### src/rtl/cell_update_sequencer_if.sv
// Draw-command handshake between the cell update sequencer and the LCD command driver.
// The master holds cmd_* stable while cmd_valid is high; the slave answers with a 1-cycle cmd_done.
interface cell_update_sequencer_if #(
  parameter int CW = 4
);
  logic          cmd_valid;
  logic [CW-1:0] cmd_x;
  logic [CW-1:0] cmd_y;
  logic [2:0]    cmd_code;
  logic          cmd_done;

  modport master (output cmd_valid, cmd_x, cmd_y, cmd_code, input cmd_done);
  modport slave  (input cmd_valid, cmd_x, cmd_y, cmd_code, output cmd_done);
endinterface

### src/rtl/cell_update_sequencer.sv
// Per-frame grid scanner: encodes each cell's object flags, compares against the last drawn code,
// and issues a draw command only for cells that changed (or every cell on a full redraw frame).
//
// state | meaning
// IDLE  | waiting for start_frame, scan position parked at (0,0)
// SCAN  | evaluating one cell per cycle
// ISSUE | draw command pending, waiting for cmd_done
// DONE  | one-cycle frame_done pulse, decide whether next frame is a full redraw
module cell_update_sequencer #(
  parameter int GRID_W = 16,
  parameter int GRID_H = 12,
  parameter int CW     = 4
) (
  input  logic                    clk,
  input  logic                    nrst,
  input  logic                    start_frame,
  input  logic                    force_redraw,
  input  logic                    snakeHead,
  input  logic                    snakeBody,
  input  logic                    apple,
  input  logic                    border,
  output logic [CW-1:0]           x,
  output logic [CW-1:0]           y,
  cell_update_sequencer_if.master cmd,
  output logic                    busy,
  output logic                    init_cycle,
  output logic                    frame_done
);

  typedef enum logic [1:0] {IDLE, SCAN, ISSUE, DONE} state_t;

  state_t        state;
  logic          force_pend;
  logic [2:0]    shadow [GRID_H][GRID_W];
  logic [2:0]    code;
  logic          diff;
  logic          last_cell;
  logic [CW-1:0] x_adv;
  logic [CW-1:0] y_adv;

  always_comb begin
    code = 3'b000;
    if (border)         code = 3'b100;
    else if (snakeHead) code = 3'b001;
    else if (snakeBody) code = 3'b010;
    else if (apple)     code = 3'b011;
  end

  always_comb begin
    diff      = (code != shadow[y][x]) || init_cycle;
    last_cell = (x == CW'(GRID_W - 1)) && (y == CW'(GRID_H - 1));
    x_adv     = x + 1'b1;
    y_adv     = y;
    if (x == CW'(GRID_W - 1)) begin
      x_adv = '0;
      y_adv = y + 1'b1;
    end
  end

  always_ff @(posedge clk or negedge nrst) begin
    if (!nrst) begin
      state         <= IDLE;
      x             <= '0;
      y             <= '0;
      cmd.cmd_valid <= 1'b0;
      cmd.cmd_x     <= '0;
      cmd.cmd_y     <= '0;
      cmd.cmd_code  <= 3'b000;
      busy          <= 1'b0;
      frame_done    <= 1'b0;
      init_cycle    <= 1'b1;
      force_pend    <= 1'b0;
      for (int i = 0; i < GRID_H; i++)
        for (int j = 0; j < GRID_W; j++)
          shadow[i][j] <= 3'b000;
    end else begin
      frame_done <= 1'b0;
      if (force_redraw) force_pend <= 1'b1;
      case (state)
        IDLE: begin
          x <= '0;
          y <= '0;
          if (start_frame) begin
            state <= SCAN;
            busy  <= 1'b1;
            // A pending force only takes effect at frame start, never mid-frame.
            if (force_pend || force_redraw) begin
              init_cycle <= 1'b1;
              force_pend <= 1'b0;
            end
          end
        end
        SCAN: begin
          if (diff) begin
            cmd.cmd_valid <= 1'b1;
            cmd.cmd_x     <= x;
            cmd.cmd_y     <= y;
            cmd.cmd_code  <= code;
            state         <= ISSUE;
          end else if (last_cell) begin
            state <= DONE;
            busy  <= 1'b0;
          end else begin
            x <= x_adv;
            y <= y_adv;
          end
        end
        ISSUE: begin
          if (cmd.cmd_done) begin
            cmd.cmd_valid                 <= 1'b0;
            shadow[cmd.cmd_y][cmd.cmd_x]  <= cmd.cmd_code;
            if (last_cell) begin
              state <= DONE;
              busy  <= 1'b0;
            end else begin
              state <= SCAN;
              x     <= x_adv;
              y     <= y_adv;
            end
          end
        end
        DONE: begin
          frame_done <= 1'b1;
          x          <= '0;
          y          <= '0;
          init_cycle <= force_pend || force_redraw;
          state      <= IDLE;
        end
        default: state <= IDLE;
      endcase
    end
  end

endmodule

### src/flat_wrapper.sv
// flat-port wrapper written by rule: the top's interface ports become plain ports
module cell_update_sequencer_flat 
#(
  parameter int GRID_W = 16,
  parameter int GRID_H = 12,
  parameter int CW     = 4
)
  (clk, nrst, start_frame, force_redraw, snakeHead, snakeBody, apple, border, x, y, busy, init_cycle, frame_done, cmd_cmd_valid, cmd_cmd_x, cmd_cmd_y, cmd_cmd_code, cmd_cmd_done);
  cell_update_sequencer_if #(.CW(CW)) cmd_i ();
  input  logic clk;
  input  logic nrst;
  input  logic start_frame;
  input  logic force_redraw;
  input  logic snakeHead;
  input  logic snakeBody;
  input  logic apple;
  input  logic border;
  output logic [CW-1:0] x;
  output logic [CW-1:0] y;
  output logic busy;
  output logic init_cycle;
  output logic frame_done;
  output wire logic [$bits(cmd_i.cmd_valid)-1:0] cmd_cmd_valid;
  output wire logic [$bits(cmd_i.cmd_x)-1:0] cmd_cmd_x;
  output wire logic [$bits(cmd_i.cmd_y)-1:0] cmd_cmd_y;
  output wire logic [$bits(cmd_i.cmd_code)-1:0] cmd_cmd_code;
  input wire logic [$bits(cmd_i.cmd_done)-1:0] cmd_cmd_done;
  assign cmd_cmd_valid = cmd_i.cmd_valid;
  assign cmd_cmd_x = cmd_i.cmd_x;
  assign cmd_cmd_y = cmd_i.cmd_y;
  assign cmd_cmd_code = cmd_i.cmd_code;
  assign cmd_i.cmd_done = cmd_cmd_done;
  cell_update_sequencer #(.GRID_W(GRID_W), .GRID_H(GRID_H), .CW(CW)) u_core (.clk(clk), .nrst(nrst), .start_frame(start_frame), .force_redraw(force_redraw), .snakeHead(snakeHead), .snakeBody(snakeBody), .apple(apple), .border(border), .x(x), .y(y), .cmd(cmd_i), .busy(busy), .init_cycle(init_cycle), .frame_done(frame_done));
endmodule
### config.mk
export PLATFORM = sky130hd
export DESIGN_NAME = cell_update_sequencer_flat
export DESIGN_NICKNAME = d
export VERILOG_FILES = /design/src/rtl/cell_update_sequencer_if.sv /design/src/rtl/cell_update_sequencer.sv /design/src/flat_wrapper.sv
export SDC_FILE = /design/constraint.sdc
export NUM_CORES = 1
export LEC_CHECK = 0
export ABC_CLOCK_PERIOD_IN_PS = 5300
export BUFFER_PORTS_ARGS = -buffer_cell sky130_fd_sc_hd__buf_2
export CAP_MARGIN = 20
export CORE_ASPECT_RATIO = 0.8
export CORE_MARGIN = 3
export CORE_UTILIZATION = 35
export CTS_CLUSTER_SIZE = 30
export DETAILED_ROUTE_END_ITERATION = 6
export PLACE_DENSITY = 0.51
export SKIP_CTS_REPAIR_TIMING = 1
export SLEW_MARGIN = 20
export SYNTH_ARGS = -nofsm -noshare
export SYNTH_HDL_FRONTEND = slang
export SYNTH_SLANG_ARGS = --single-unit
### constraint.sdc
create_clock -name clk -period 5.3 [get_ports clk]
set_input_delay 1.06 -clock clk [delete_from_list [all_inputs] [get_ports clk]]
set_output_delay 1.06 -clock clk [all_outputs]
set_load 0.05 [all_outputs]
== After elaboration in Yosys (flattened, before gate mapping) ==
Index checks and enable logic that the tools add are counted.
Word-level totals
  output and inout port bits: 23
  register bits: 602
  input bits: 9
Cells by class
  reductions and logical operators: 17
  $add $sub $neg: 2
  bitwise gates (word level): 4
  equal/unequal tests: 12
  muxes and demuxes: 47
  order comparisons: 6
Operators by type and width (number)
  $bwmux W576: 1
  $bmux W48 S4: 1
  $demux W48 S4: 1
  $mux W48: 3
  $mux W4: 8
  $pmux W4 S3: 2
  $ge A5 B5 Y1 const B: 4
  $not A4 Y5: 4
  $mux W3: 6
  $mux W1: 13
  $bmux W3 S4: 1
  $demux W3 S4: 1
  $mux W2: 6
  $lt A5 B1 Y1 const B: 2
  $reduce_and A3 Y1: 3
  $add A4 B1 Y4 const B: 2
  $eq A4 B4 Y1 const B: 2
  $pmux W2 S4: 1
  $ne A2 B2 Y1 const B: 3
  $reduce_and A2 Y1: 3
  $eq A2 B2 Y1 const B: 2
  $ne A2 B1 Y1 const B: 2
  $pmux W1 S2: 2
  $reduce_and A4 Y1: 1
  other kinds (10): 14

== Logic depth before layout (Yosys ltp) ==
  depth in word-level cells: 11
  gate-level depth with buffers: 15
  gate-level depth less buffers: 10

== Least setup slack after synthesis ==
No wires, ideal clock.
  path kind: register -> register
  from: register u_core.y[0]
  to: register u_core.cmd.cmd_code[1]
  library setup time: 0.125 ns
  cell stages (with the launch flop): 13
  path slack: 1.833 ns
  required time: 5.175 ns
  arrival: 3.342 ns
  buffers on the path: 3
  period minus slack after synthesis: 3.467 ns
  cells stage by stage: dfrtp_1 -> buf_4 -> buf_4 -> mux4_2 -> a21oi_1 -> o21ai_0 -> a221oi_1 -> nor3_1 -> o2111a_1 -> a31o_2 -> a21bo_2 -> buf_6 -> mux2_4
Between the ends
  longest elaborated chain between the ends: 10
RTL lines
  start: declaration: line cell_update_sequencer.sv:23  | output logic [CW-1:0] y,
  start signal: assignment: line cell_update_sequencer.sv:105  | y <= y_adv;
  start signal: assignment: line cell_update_sequencer.sv:118  | y <= y_adv;
  $not A4 Y5 (not written as such): line cell_update_sequencer.sv:50  | diff = (code != shadow[y][x]) || init_cycle;
  $bmux W48 S4: line cell_update_sequencer.sv:50
  $mux W48 (not written as such) (2 in a row): line cell_update_sequencer.sv:50
  $bmux W3 S4: line cell_update_sequencer.sv:50
  $mux W3 (not written as such) (2 in a row): line cell_update_sequencer.sv:50
  $ne A3 B3 Y1: line cell_update_sequencer.sv:50
  $logic_or A1 B1 Y1: line cell_update_sequencer.sv:50
  $reduce_and A2 Y1 (no source line)
  end signal: assignment: line cell_update_sequencer.sv:98  | cmd.cmd_code <= code;
  end: declaration: line cell_update_sequencer_if.sv:12  | modport master (output cmd_valid, cmd_x, cmd_y, cmd_code, input cmd_done);
No other way between the ends. The select of a mux whose other input is x is not followed.
A chain may end at the register's enable or synchronous reset.

== Worst setup path in the final report ==
  from: register u_core.y[1]
  to: register u_core.x[3]
Between the ends
  longest elaborated chain between the ends: 11
  elaborated cells between the ends (all ways): 17
  those cells by class: 3 x eq/ne; 10 x mux; 1 x bitwise; 3 x reduce/logical
RTL lines
  $not A4 Y5 (not written as such): line cell_update_sequencer.sv:50
  $bmux W48 S4: line cell_update_sequencer.sv:50
  $mux W48 (not written as such) (2 in a row): line cell_update_sequencer.sv:50
  $bmux W3 S4: line cell_update_sequencer.sv:50
  $mux W3 (not written as such) (2 in a row): line cell_update_sequencer.sv:50
  $ne A3 B3 Y1: line cell_update_sequencer.sv:50
  $logic_or A1 B1 Y1: line cell_update_sequencer.sv:50
  $ne A2 B2 Y1 (no source line)
  $reduce_and A2 Y1 (no source line)
  end signal: assignment: line cell_update_sequencer.sv:104  | x <= x_adv;
  end signal: assignment: line cell_update_sequencer.sv:117  | x <= x_adv;
  end: declaration: line cell_update_sequencer.sv:22  | output logic [CW-1:0] x,
Several ways; a longest one is shown, not always the timed one. The select of a mux whose other input is x is not followed.

==> metrics <==
fmax 211.2 MHz; initial antenna violation count 2; Crit Path Max Fanout 57; routed wire length 84850 µm; DP Worst Slack 0.6455 ns; yosys warns 0; Syn Nets 2099; FFs w/ async S/R, synth 1.000; GRT Util Overall 0.2004; I/O pins 32; Tcrit/Tclk final 0.8934; Final Hold Viols 0; Crit. End Element register; max_slew headroom 0.1880; FF+latch count, synth 602; Post-Syn Area per Cell 13.72 µm²; Via Count 18000; Buffers on Ports 31; dpl cells 3108; status finished, final reports clean; ranking of synthesized cells by area dfrtp_1 53%, mux2_2 23%, mux4_2 10%; Worst Max-Slew Pin Slew 1.214 ns; CTS buffer count 61; Final Critical Period 4.735 ns; Post-DP HPWL 55420 µm; FF-to-FF path depth 11; DRC viols 0; Post-synth EDFFs 0; dominant cell type by area after synthesis dfrtp_1; Via density 5.594; Crit Path Class reg2reg; drt wl/cell 26.37 µm; Seq/Total Area, Yosys 0.5268; global-route wire length before repair 128900 µm; routing usage on met1 0.3049; Routability Congestion 0.8558; CTS tree yes; R2R setup slack 0.57 ns; share of cells above drive strength 1 0.4374; number of global-route vias before repair 18730; MaxCap Viol Count 0; final non-filler cell total 3218; Layout Skew 0.03309 ns; cell count after synthesis 2084; die area 85200 µm²; FF-to-FF End u_core.x[3]; reg2reg start u_core.y[1]; grt met3 use 0.03741; M2 GR Usage 0.2934; Worst Hold Class in2async; required time worst endpoint 5.83 ns; ANT nets after route 0; clock sinks 602; Layout area overhead 12.20%; Mapped Area 28600 µm²; DIE WIDTH 325.6 µm; H-Tree Depth 2; area share of the largest cell type after synthesis 0.5259; starting density of the core 0.3541; clock buffer depth 3; Die H 261.7 µm; 1st-pass router iterations 5; Clock transition at path regs 0.07 ns; CTS Root Cell clkbuf_16; Top FF cell, synth dfrtp_1; Cell Pwr Density 419.6 nW/µm²; RSZ-0062 raised after global routing false; LEAKAGE 14.96 nW; VDD IR max 0.0004846 V; slack of the critical path 0.5651 ns; Iter 0 DRT Violations 1222; core area 80760 µm²; CP Launch Type register; Critical Path AT 5.26 ns; Rows 93; total grt overflow 0; Most Used Layer, Global Route met1; setup violators final 0; setup TNS 0 ns; Slew Viols, Final 0; Final #Nets 2095; Yosys cell types 63; diodes inserted 0; largest net degree at the start of global routing 189; Skew-Pair Late Insertion Delay 0.65 ns
where the power goes:
part           internal (W)  total [W]  leakage (nW)  switching [W]
Sequential          0.00479    0.00526          8.37       0.000476
Combinational       0.00116    0.00375          5.58        0.00260
Clock               0.00256    0.00445          1.01        0.00189
cell usage after synthesis, types with 3 or more instances:
cell type	count
nor2_1	98
buf_6	7
buf_4	13
ha_1	6
a31oi_1	11
buf_2	20
nor4_1	5
nor3_1	18
o2111ai_1	3
or3_1	10
o22ai_1	9
o211ai_1	4
clkbuf_1	115
a22oi_1	18
nand2_1	176
o2bb2ai_1	5
nand3_1	34
nand2b_1	11
o21ai_1	5
nand4_1	8
inv_1	14
mux2_4	3
a221oi_1	8
mux2i_1	45
dfrtp_1	601
and3_1	4
o21ai_0	15
a21oi_1	40
a21o_1	3
a211oi_1	7
mux2_2	586
a31o_2	3
a22o_1	3
mux4_2	127
nor2b_1	13
buf_1	3
state kept, by name (all words and copies together) (netlist names), 2 cells and up:
signal and cells:
u_core.x 4, u_core.cmd.cmd_code 3, u_core.y 4, u_core.cmd.cmd_x 4, u_core.state 2, u_core.cmd.cmd_y 4, u_core.shadow 576
critical path, stage by stage, from the launching register on:
cell      delay, ns
dfrtp_4        1.03
buf_12         0.40
nor2b_1        0.59
a221oi_1       0.26
nand3_1        0.16
nand2_1        0.08
nor4_1         0.59
o32ai_1        0.17
mux2_2         0.27
a21bo_2        0.58
a21oi_1        0.15
a221o_1        0.28
placed cells by master, fill, tap and decap left out, types with 12 or more instances in the layout:
master | Yosys | layout
mux2_2 | 586 | 586
nor3_1 | 18 | 13
a22oi_1 | 18 | 18
nand2_1 | 176 | 176
nand3_1 | 34 | 34
mux2i_1 | 45 | 45
clkinv_2 | 0 | 15
nor2_1 | 98 | 97
buf_4 | 13 | 50
mux4_2 | 127 | 127
clkbuf_16 | 0 | 61
inv_1 | 14 | 14
clkbuf_8 | 0 | 12
a21oi_1 | 40 | 40
buf_2 | 20 | 30
dfrtp_1 | 601 | 596
o21ai_0 | 15 | 15
worst max path at each step:
| stage | depth (start not counted) | end | startpoint | slack [ns] |
|---|---|---|---|---|
| CTS | 12 | u_core.x[3] | u_core.y[0] | 0.63 |
| detailed placement | 12 | u_core.x[3] | u_core.y[0] | 0.65 |
| finish | 11 | u_core.x[3] | u_core.y[1] | 0.57 |
| global placement | 12 | u_core.x[3] | u_core.y[0] | 0.65 |
| floorplan | 12 | u_core.cmd.cmd_code[1] | u_core.y[0] | 1.83 |
| global route | 11 | u_core.y[2] | u_core.y[1] | 0.33 |
logic make-up (layout without fill, tap and decap cells):
| family | after synthesis | in the layout | share of synthesized area |
|---|---|---|---|
| buf+inv | 174 | 216 | 0.02726 |
| mux | 761 | 761 | 0.3481 |
| fa+ha+maj | 6 | 6 | 0.002625 |
| flops | 602 | 602 | 0.5268 |
| compound gates | 154 | 154 | 0.03644 |
| simple gates | 387 | 387 | 0.05880 |
final cells by class:
class | instances | area, µm²
Multi-Input combinational cell | 1308 | 12800
Clock inverter | 28 | 311.5
Tap cell | 1092 | 1366
Fill cell | 7590 | 48670
Inverter | 16 | 60.06
Sequential cell | 602 | 15080
Clock buffer | 81 | 1722
Timing Repair Buffer | 91 | 740.7
routing by layer:
layer	part of all wire	wire (µm)
met1	0.49	41390
met2	0.43	36320
met3	0.060	5053
met4	0.024	2062
met5	0.00015	13
through the flow:
step	power, W	instance area, µm²	hold WS, ns	util
3_5_place_dp	0.009090	30050	0.4881	0.3721
2_1_floorplan	0.007520	28600	0.4734	-
5_1_grt	0.01404	32090	0.5146	0.3974
3_3_place_gp	0.009058	30050	0.4817	0.3721
4_1_cts	0.01358	32080	0.5014	0.3973
6_report	0.01347	32090	0.4744	0.3974
(Power assumes the default switching activity.)
